### src/rtl/fdiv_pkg.sv
// Shared types and FP32 special-case classification for the divider scheduler.
package fdiv_pkg;

    typedef enum logic [1:0] {
        IDLE = 2'd0,
        RUN  = 2'd1,
        RESP = 2'd2
    } state_e;

    localparam logic [31:0] QNAN     = 32'h7FC00000;
    localparam logic [7:0]  EXP_ALL1 = 8'hFF;

    // Returns {is_special, canonical_result}; denormals are treated as ordinary
    // finite values and left to the divider.
    function automatic logic [32:0] fp_class(input logic [31:0] a, input logic [31:0] b);
        logic sign;
        logic a_nan, b_nan, a_inf, b_inf, a_zero, b_zero;
        logic [32:0] res;
        sign   = a[31] ^ b[31];
        a_nan  = (a[30:23] == EXP_ALL1) && (a[22:0] != 23'h0);
        b_nan  = (b[30:23] == EXP_ALL1) && (b[22:0] != 23'h0);
        a_inf  = (a[30:23] == EXP_ALL1) && (a[22:0] == 23'h0);
        b_inf  = (b[30:23] == EXP_ALL1) && (b[22:0] == 23'h0);
        a_zero = (a[30:0] == 31'h0);
        b_zero = (b[30:0] == 31'h0);
        if (a_nan || b_nan || (a_zero && b_zero) || (a_inf && b_inf)) begin
            res = {1'b1, QNAN};
        end else if (a_inf || (b_zero && !a_zero)) begin
            res = {1'b1, sign, EXP_ALL1, 23'h0};
        end else if (a_zero || b_inf) begin
            res = {1'b1, sign, 31'h0};
        end else begin
            res = {1'b0, 32'h0};
        end
        return res;
    endfunction

endpackage

### src/rtl/fdiv_sched_if.sv
// Request, response and divider-side signals of the FP32 divide scheduler.
// Handshakes: a transfer happens on a rising clk edge where valid & ready are both
// high; the source holds its payload stable while valid is high and ready is low.
interface fdiv_sched_if #(parameter int N_REQ = 4);

    localparam int ID_W = $clog2(N_REQ);

    logic [N_REQ-1:0]   req_valid;
    logic [32*N_REQ-1:0] req_a;
    logic [32*N_REQ-1:0] req_b;
    logic [N_REQ-1:0]   req_ready;
    logic               rsp_valid;
    logic [ID_W-1:0]    rsp_id;
    logic [31:0]        rsp_z;
    logic               rsp_ready;
    logic               div_start;
    logic [31:0]        div_a;
    logic [31:0]        div_b;
    logic [31:0]        div_z;

    modport slave (
        input  req_valid, req_a, req_b, rsp_ready, div_z,
        output req_ready, rsp_valid, rsp_id, rsp_z, div_start, div_a, div_b
    );

    modport master (
        output req_valid, req_a, req_b, rsp_ready, div_z,
        input  req_ready, rsp_valid, rsp_id, rsp_z, div_start, div_a, div_b
    );

endinterface

### src/rtl/fdiv_sched_arb.sv
// Round-robin arbiter: search starts one past the last accepted index.
module rr_arbiter #(
    parameter  int N_REQ = 4,
    localparam int ID_W  = $clog2(N_REQ)
) (
    input  logic             clk,
    input  logic             rst,
    input  logic [N_REQ-1:0] req,
    input  logic             en,
    input  logic             accept,
    output logic [N_REQ-1:0] grant,
    output logic [ID_W-1:0]  grant_idx
);

    logic [ID_W-1:0] last;
    logic [ID_W:0]   cand;
    logic            found;

    // One extra bit on cand so last+i never wraps before the modulo reduction.
    always_comb begin
        grant     = '0;
        grant_idx = '0;
        found     = 1'b0;
        cand      = '0;
        for (int i = 1; i <= N_REQ; i++) begin
            cand = {1'b0, last} + (ID_W+1)'(i);
            if (cand >= (ID_W+1)'(N_REQ)) begin
                cand = cand - (ID_W+1)'(N_REQ);
            end
            if (en && !found && req[cand[ID_W-1:0]]) begin
                grant[cand[ID_W-1:0]] = 1'b1;
                grant_idx             = cand[ID_W-1:0];
                found                 = 1'b1;
            end
        end
    end

    always_ff @(posedge clk) begin
        if (rst) begin
            last <= ID_W'(N_REQ - 1);
        end else if (accept) begin
            last <= grant_idx;
        end
    end

endmodule

### src/rtl/fdiv_sched.sv
// Scheduler for the shared iterative FP32 divider: arbitrates requests, resolves
// IEEE special cases locally, sequences the divider and returns tagged quotients.
module fdiv_sched
    import fdiv_pkg::*;
#(
    parameter int N_REQ   = 4,
    parameter int DIV_LAT = 4
) (
    input  logic          clk,
    input  logic          rst,
    fdiv_sched_if.slave   bus,
    output logic          busy,
    output state_e        state_dbg
);

    localparam int ID_W  = $clog2(N_REQ);
    localparam int CNT_W = $clog2(DIV_LAT + 1);

    state_e            state, state_nxt;
    logic [CNT_W-1:0]  cnt;
    logic [N_REQ-1:0]  grant;
    logic [ID_W-1:0]   grant_idx;
    logic              accept;
    logic              capture;
    logic [31:0]       sel_a, sel_b;
    logic [32:0]       cls;
    logic [ID_W-1:0]   rsp_id_q;
    logic [31:0]       rsp_z_q;
    logic [31:0]       div_a_q, div_b_q;

    rr_arbiter #(.N_REQ(N_REQ)) u_arb (
        .clk       (clk),
        .rst       (rst),
        .req       (bus.req_valid),
        .en        (state == IDLE),
        .accept    (accept),
        .grant     (grant),
        .grant_idx (grant_idx)
    );

    // Grant is one-hot, so an OR-mux selects the winner's operands.
    always_comb begin
        sel_a = '0;
        sel_b = '0;
        for (int i = 0; i < N_REQ; i++) begin
            if (grant[i]) begin
                sel_a = sel_a | bus.req_a[32*i +: 32];
                sel_b = sel_b | bus.req_b[32*i +: 32];
            end
        end
    end

    assign accept  = |grant;
    assign cls     = fp_class(sel_a, sel_b);
    assign capture = (state == RUN) && (cnt == CNT_W'(DIV_LAT - 1));

    always_comb begin
        state_nxt = state;
        case (state)
            IDLE: if (accept)        state_nxt = cls[32] ? RESP : RUN;
            RUN:  if (capture)       state_nxt = RESP;
            RESP: if (bus.rsp_ready) state_nxt = IDLE;
            default:                 state_nxt = IDLE;
        endcase
    end

    assign bus.req_ready = grant;
    assign bus.rsp_valid = (state == RESP);
    assign bus.rsp_id    = rsp_id_q;
    assign bus.rsp_z     = rsp_z_q;
    assign bus.div_start = (state == RUN) && (cnt == '0);
    assign bus.div_a     = div_a_q;
    assign bus.div_b     = div_b_q;
    assign busy          = (state != IDLE);
    assign state_dbg     = state;

    always_ff @(posedge clk) begin
        if (rst) begin
            state    <= IDLE;
            cnt      <= '0;
            rsp_id_q <= '0;
            rsp_z_q  <= '0;
            div_a_q  <= '0;
            div_b_q  <= '0;
        end else begin
            state <= state_nxt;
            if (state == RUN && !capture) begin
                cnt <= cnt + CNT_W'(1);
            end else begin
                cnt <= '0;
            end
            if (accept) begin
                rsp_id_q <= grant_idx;
                // Divider operands only move for requests that actually use it.
                if (cls[32]) begin
                    rsp_z_q <= cls[31:0];
                end else begin
                    div_a_q <= sel_a;
                    div_b_q <= sel_b;
                end
            end
            if (capture) begin
                rsp_z_q <= bus.div_z;
            end
        end
    end

endmodule

### src/flat_wrapper.sv
// flat-port wrapper written by rule: the top's interface ports become plain ports
module fdiv_sched_flat import fdiv_pkg::*;
#(
    parameter int N_REQ   = 4,
    parameter int DIV_LAT = 4
)
  (clk, rst, busy, state_dbg, bus_req_valid, bus_req_a, bus_req_b, bus_rsp_ready, bus_div_z, bus_req_ready, bus_rsp_valid, bus_rsp_id, bus_rsp_z, bus_div_start, bus_div_a, bus_div_b);
  fdiv_sched_if #(.N_REQ(N_REQ)) bus_i ();
  input  logic clk;
  input  logic rst;
  output logic busy;
  output state_e state_dbg;
  input wire logic [$bits(bus_i.req_valid)-1:0] bus_req_valid;
  input wire logic [$bits(bus_i.req_a)-1:0] bus_req_a;
  input wire logic [$bits(bus_i.req_b)-1:0] bus_req_b;
  input wire logic [$bits(bus_i.rsp_ready)-1:0] bus_rsp_ready;
  input wire logic [$bits(bus_i.div_z)-1:0] bus_div_z;
  output wire logic [$bits(bus_i.req_ready)-1:0] bus_req_ready;
  output wire logic [$bits(bus_i.rsp_valid)-1:0] bus_rsp_valid;
  output wire logic [$bits(bus_i.rsp_id)-1:0] bus_rsp_id;
  output wire logic [$bits(bus_i.rsp_z)-1:0] bus_rsp_z;
  output wire logic [$bits(bus_i.div_start)-1:0] bus_div_start;
  output wire logic [$bits(bus_i.div_a)-1:0] bus_div_a;
  output wire logic [$bits(bus_i.div_b)-1:0] bus_div_b;
  assign bus_i.req_valid = bus_req_valid;
  assign bus_i.req_a = bus_req_a;
  assign bus_i.req_b = bus_req_b;
  assign bus_i.rsp_ready = bus_rsp_ready;
  assign bus_i.div_z = bus_div_z;
  assign bus_req_ready = bus_i.req_ready;
  assign bus_rsp_valid = bus_i.rsp_valid;
  assign bus_rsp_id = bus_i.rsp_id;
  assign bus_rsp_z = bus_i.rsp_z;
  assign bus_div_start = bus_i.div_start;
  assign bus_div_a = bus_i.div_a;
  assign bus_div_b = bus_i.div_b;
  fdiv_sched #(.N_REQ(N_REQ), .DIV_LAT(DIV_LAT)) u_core (.clk(clk), .rst(rst), .bus(bus_i), .busy(busy), .state_dbg(state_dbg));
endmodule
### config.mk
export PLATFORM = sky130hd
export DESIGN_NAME = fdiv_sched_flat
export DESIGN_NICKNAME = d
export VERILOG_FILES = /design/src/rtl/fdiv_pkg.sv /design/src/rtl/fdiv_sched_if.sv /design/src/rtl/fdiv_sched_arb.sv /design/src/rtl/fdiv_sched.sv /design/src/flat_wrapper.sv
export SDC_FILE = /design/constraint.sdc
export NUM_CORES = 1
export LEC_CHECK = 0
export ABC_CLOCK_PERIOD_IN_PS = 12900
export CAP_MARGIN = 20
export CORE_AREA = 10 10 149 151
export CTS_BUF_LIST = sky130_fd_sc_hd__clkbuf_8
export CTS_CLUSTER_SIZE = 8
export DETAILED_ROUTE_END_ITERATION = 16
export DIE_AREA = 0 0 159 161
export GPL_TIMING_DRIVEN = 0
export MAX_ROUTING_LAYER = met4
export PLACE_DENSITY = 0.75
export SETUP_SLACK_MARGIN = 0.05
export SYNTH_ARGS = -nofsm -noshare
export SYNTH_HDL_FRONTEND = slang
export SYNTH_SLANG_ARGS = --single-unit
export TNS_END_PERCENT = 30
### constraint.sdc
create_clock -name clk -period 12.9 [get_ports clk]
set_input_delay 2.58 -clock clk [delete_from_list [all_inputs] [get_ports clk]]
set_output_delay 2.58 -clock clk [all_outputs]
set_load 0.005 [all_outputs]
==> impl_summary.txt <==
----------------------------------------------------
[Run status]
  Outcome ... completed

[Setup path]
  Critical Path Slowest Stage Cell ... sky130_fd_sc_hd__a21oi_1
  Worst-path cell chain ... clkdlybuf4s50_1, mux4_2, or3b_1, a21oi_1, or2_2, clkbuf_1, clkdlybuf4s50_1
  Critical path buffer and inverter count ... 3
  Worst-path fanout max ... 8
  Worst Setup Path Type ... input pin to primary output
  Data required, critical path ... between 10 and 15 ns
  Cell family with most CP delay ... buffers and inverters
  Worst Setup Start Kind ... input pin
  Slowest stage delay, CP ... approximately 0.78 ns
  Crit-path most repeated cell ... sky130_fd_sc_hd__clkdlybuf4s50_1
  Critical path data arrival time ... ~5.9 ns
  Kind of end point of the critical path ... primary output

[Power and ir drop]
  Sw frac ... 43.5%
  Portion of total power attributed to combinational logic ... ~59%
  Worst-case vdd ir drop ... 0.0778 mV
  Internal power ... ~0.00097 W
  Switching power ... around 0.00074 W
  Fraction of power consumed by sequential logic ... 26.2%
  Power density cells ... about 150 nW/um^2
  Standby leakage power ... about 4.4 nW
  Clock group share of total power ... 14.5%

[Floorplan]
  Floorplan die area ... ~26000 sq um
  Die height ... roughly 160 um
  Core Footprint ... between 15000 and 20000 sq um
  Width of the die ... approximately 160 um
  Site Rows ... between 50 and 60
  Io pins ... roughly 400
  Starting density of the core ... between 30% and 40%

[Layout]
  Final core utilization ... 57.7%
  Fraction of layout cells with a size suffix above 1 ... under 10%
  Area Overhead vs Synth ... 70.7%
  Post-route cell area ... ~11000 sq um
  Total area of multi-input combinational cells ... between 3000 and 4000 sq um
  Total number of nets in the final design ... 1538
  Total area of sequential cells ... about 2100 sq um
  Filler cell count ... 1773

[Route]
  Vias per cell ... 5.59
  Total routed wirelength ... roughly 37000 um
  First-pass detailed-route iteration total ... 7
  DRC marker count from the first detailed-route iteration ... 815
  Drc violations ... 0
  Via total after detailed routing ... around 8.4k
  DRT antenna net count ... 0
  Routed len/inst ... roughly 25 um

[Global routing]
  Vias in the first global route ... 8416
  Pin count of the biggest net entering global routing ... 20
  Number of antenna violations at the first check in global routing ... 5
  Overflow left after global routing ... 0
  Global-route wire length before repair ... between 50000 and 60000 um
  Global routing usage summed across all routing layers ... between 20% and 30%

[Timing]
  Setup total negative slack ... 0 ns
  Time the worst path needs with I/O delays and setup ... 8.43 ns
  Setup Viol. Count Final ... 0
  Upper clock frequency limit ... about 120 MHz
  RSZ-0062 raised after global routing ... no
  Number of endpoints with negative hold slack in the final report ... 0
  Worst rel slew slack ... roughly a third
  Post-route worst setup slack ... ~4.5 ns
  Setup Skew ... 0.0186 ns
  Tcrit/Tclk final ... between 60% and 70%
  Number of max-slew violations in the final report ... 0
  Slew at the pin with the worst max-slew slack ... 0.977 ns

[Clock tree]
  Post-CTS setup buffers ... 0
  CTS Buffer Depth ... 2
  Number of H-tree levels ... 3
  CTS tree ... built
  Count of cells resized by post-cts repair ... 0
  Later-pin clock latency in the skew report ... 0.39 ns
  Number of buffers inserted by hold repair at cts ... 0
  CTS Buf Count ... 9
  Clock tree sinks ... around 110
  Clock slew seen by the registers of the worst setup and hold paths ... about 0.090 ns
  Cell at the root of the clock tree ... sky130_fd_sc_hd__clkbuf_8

[Logic synthesis]
  Top FF cell, synth ... sky130_fd_sc_hd__dfxtp_1
  Main area contributors after synthesis ... sky130_fd_sc_hd__dfxtp_1, sky130_fd_sc_hd__o21ai_0, sky130_fd_sc_hd__mux2i_1, sky130_fd_sc_hd__nand4_1, sky130_fd_sc_hd__nor2_1
  Count of warnings emitted by yosys ... 0
  Synth Register Bits ... roughly 110
  Cell area after synthesis ... ~6500 sq um
  Mean instance size in the synthesized netlist ... 7.89 sq um
  Mux share of post-synthesis cell area ... about 11%
  Instance count of the mapped netlist ... about 820
  Most common cell in the netlist ... sky130_fd_sc_hd__o21ai_0
  Async set-reset flop share out of synthesis ... 0%
  Post-synthesis share of cell area spent on xor and xnor gates ... less than 1%
  Distinct cells, synth ... 55
  Syn Nets ... about 1.1k
  Area share of the leading cell type in the synthesized netlist ... about 32%
  Sequential cell area fraction in the yosys report ... about a third
  Main combinational cell family by area after synthesis ... compound AO/OA/AOI/OAI gates
  Most frequent cells after synthesis ... sky130_fd_sc_hd__o21ai_0, sky130_fd_sc_hd__dfxtp_1, sky130_fd_sc_hd__nor2_1
  Synth area leader ... sky130_fd_sc_hd__dfxtp_1
  Post-synthesis adder-cell area fraction ... 1.93%
  Number of flops mapped to enable cells by yosys ... 0
  Simple-gate portion of the synthesized area ... roughly 17%
  Complex-gate fraction of the synthesized area ... a little under a third

[Hold path]
  Worst min path class ... register to register

[Place]
  Setup slack after placement ... between 4 and 5 ns
  Buffers on Ports ... 400
  Instance area at placement ... approximately 11000 sq um
  Gp weighted congestion ... ~1.1
  HPWL after detailed placement ... slightly above 30000 um

[Run]
  Reported max-cap violation count ... 0

----------------------------------------------------
==> state kept, by name, summed over array words and instances (netlist names) <==
| signal | count |
|---|---|
| u_core.state_dbg | 2 |
| u_core.bus.div_a | 32 |
| u_core.cnt | 3 |
| u_core.bus.rsp_id | 2 |
| u_core.bus.rsp_z | 32 |
| u_core.bus.div_b | 32 |
| u_core.u_arb.last | 2 |
==> power groups by stage <==
stage / clock, W / combinational [W] / sequential, W
after floorplan: 0 / 0.000504 / 0.000451
after global placement: 0 / 0.000988 / 0.000450
after detailed placement: 0 / 0.000996 / 0.000452
after CTS: 0.000254 / 0.00100 / 0.000446
after global routing: 0.000265 / 0.00109 / 0.000455
final: 0.000248 / 0.00101 / 0.000448
==> worst reg2reg max path: cells and delay by family (launching register included) <==
family	cells	cell delay (ns)
buf+inv	4	1.11
compound gates	4	1.74
simple gates	5	0.90
flops	1	0.54
mux	2	0.58
fa+ha+maj	1	0.39
==> through the flow <==
stage                     instances  total power, W  hold slack, ns
after floorplan                 822        0.000955           0.417
after global placement         1487         0.00144           0.432
after detailed placement       1487         0.00145           0.447
after CTS                      1503         0.00170           0.462
after global routing           1508         0.00181           0.479
final                          1508         0.00171           0.462
==> cell type report <==
cell class / instances / area share (%)
clock inverters: 6 / 0.926
multi-input cells: 616 / 35.4
inverters: 27 / 0.915
clock buffers: 10 / 1.24
plain buffers: 74 / 3.23
flip-flops and latches: 105 / 19.0
well taps: 265 / 2.99
diodes: 5 / 0.113
repair buffers: 400 / 36.2
==> path summary, 6_finish.rpt <==
check        depth (start not counted)                              start  slack [ns]                          endpoint
max                                  7                   bus_req_valid[2]        4.47                  bus_req_ready[1]
min                                  1           u_core.cnt[0]$_SDFF_PP0_        0.46          u_core.cnt[0]$_SDFF_PP0_
max reg2reg                         16  u_core.u_arb.last[1]$_SDFFE_PP1P_        7.51  u_core.bus.div_b[7]$_SDFFE_PP0P_
min reg2reg                          1           u_core.cnt[0]$_SDFF_PP0_        0.46          u_core.cnt[0]$_SDFF_PP0_
==> routing by layer <==
| metal | wire length (um) | vias to the layer above | GRT usage [%] |
|---|---|---|---|
| met3 | 3240 | 73 | 7.70 |
| li1 | - | 3903 | - |
| met5 | 0 | - | - |
| met2 | 17900 | 513 | 45.6 |
| met4 | 1090 | 0 | 10.4 |
| met1 | 14900 | 3944 | 32.1 |
==> logic make-up (layout without fill, tap and decap cells) <==
logic type	Yosys count	count (layout)
and+or+nand+nor	216	216
xor gates and xnor gates	1	1
adders and majority gates	10	10
muxes	65	65
other	0	5
AOI/OAI and AO/OA	324	324
buffers and inverters	101	517
DFF	105	105
==> cells in the final DEF (no fill, tap or decap), types with 3 or more instances in the layout <==
cell,n
sky130_fd_sc_hd__clkdlybuf4s50_1,400
sky130_fd_sc_hd__o21ai_0,210
sky130_fd_sc_hd__dfxtp_1,105
sky130_fd_sc_hd__nor2_1,80
sky130_fd_sc_hd__mux2i_1,58
sky130_fd_sc_hd__nand4_1,53
sky130_fd_sc_hd__clkbuf_1,53
sky130_fd_sc_hd__nand2_1,32
sky130_fd_sc_hd__inv_1,26
sky130_fd_sc_hd__a22o_1,25
sky130_fd_sc_hd__a22oi_1,13
sky130_fd_sc_hd__a21oi_1,13
sky130_fd_sc_hd__o2111ai_1,13
sky130_fd_sc_hd__nor4_1,12
sky130_fd_sc_hd__buf_2,10
sky130_fd_sc_hd__ha_1,10
sky130_fd_sc_hd__clkbuf_8,10
sky130_fd_sc_hd__o22ai_1,9
sky130_fd_sc_hd__buf_6,8
sky130_fd_sc_hd__and2_1,7
sky130_fd_sc_hd__a21oi_2,6
sky130_fd_sc_hd__diode_2,5
sky130_fd_sc_hd__nor2b_1,5
sky130_fd_sc_hd__a32oi_1,5
sky130_fd_sc_hd__o211a_1,4
sky130_fd_sc_hd__or2_2,4
sky130_fd_sc_hd__mux4_2,4
sky130_fd_sc_hd__or3b_1,4
sky130_fd_sc_hd__nand3b_1,4
sky130_fd_sc_hd__a222oi_1,3
sky130_fd_sc_hd__o21a_1,3
sky130_fd_sc_hd__a211oi_1,3
sky130_fd_sc_hd__o211ai_1,3
sky130_fd_sc_hd__mux2_2,3
sky130_fd_sc_hd__nor3_1,3
sky130_fd_sc_hd__inv_8,3
Note: power is estimated with default switching activity, not from simulation.
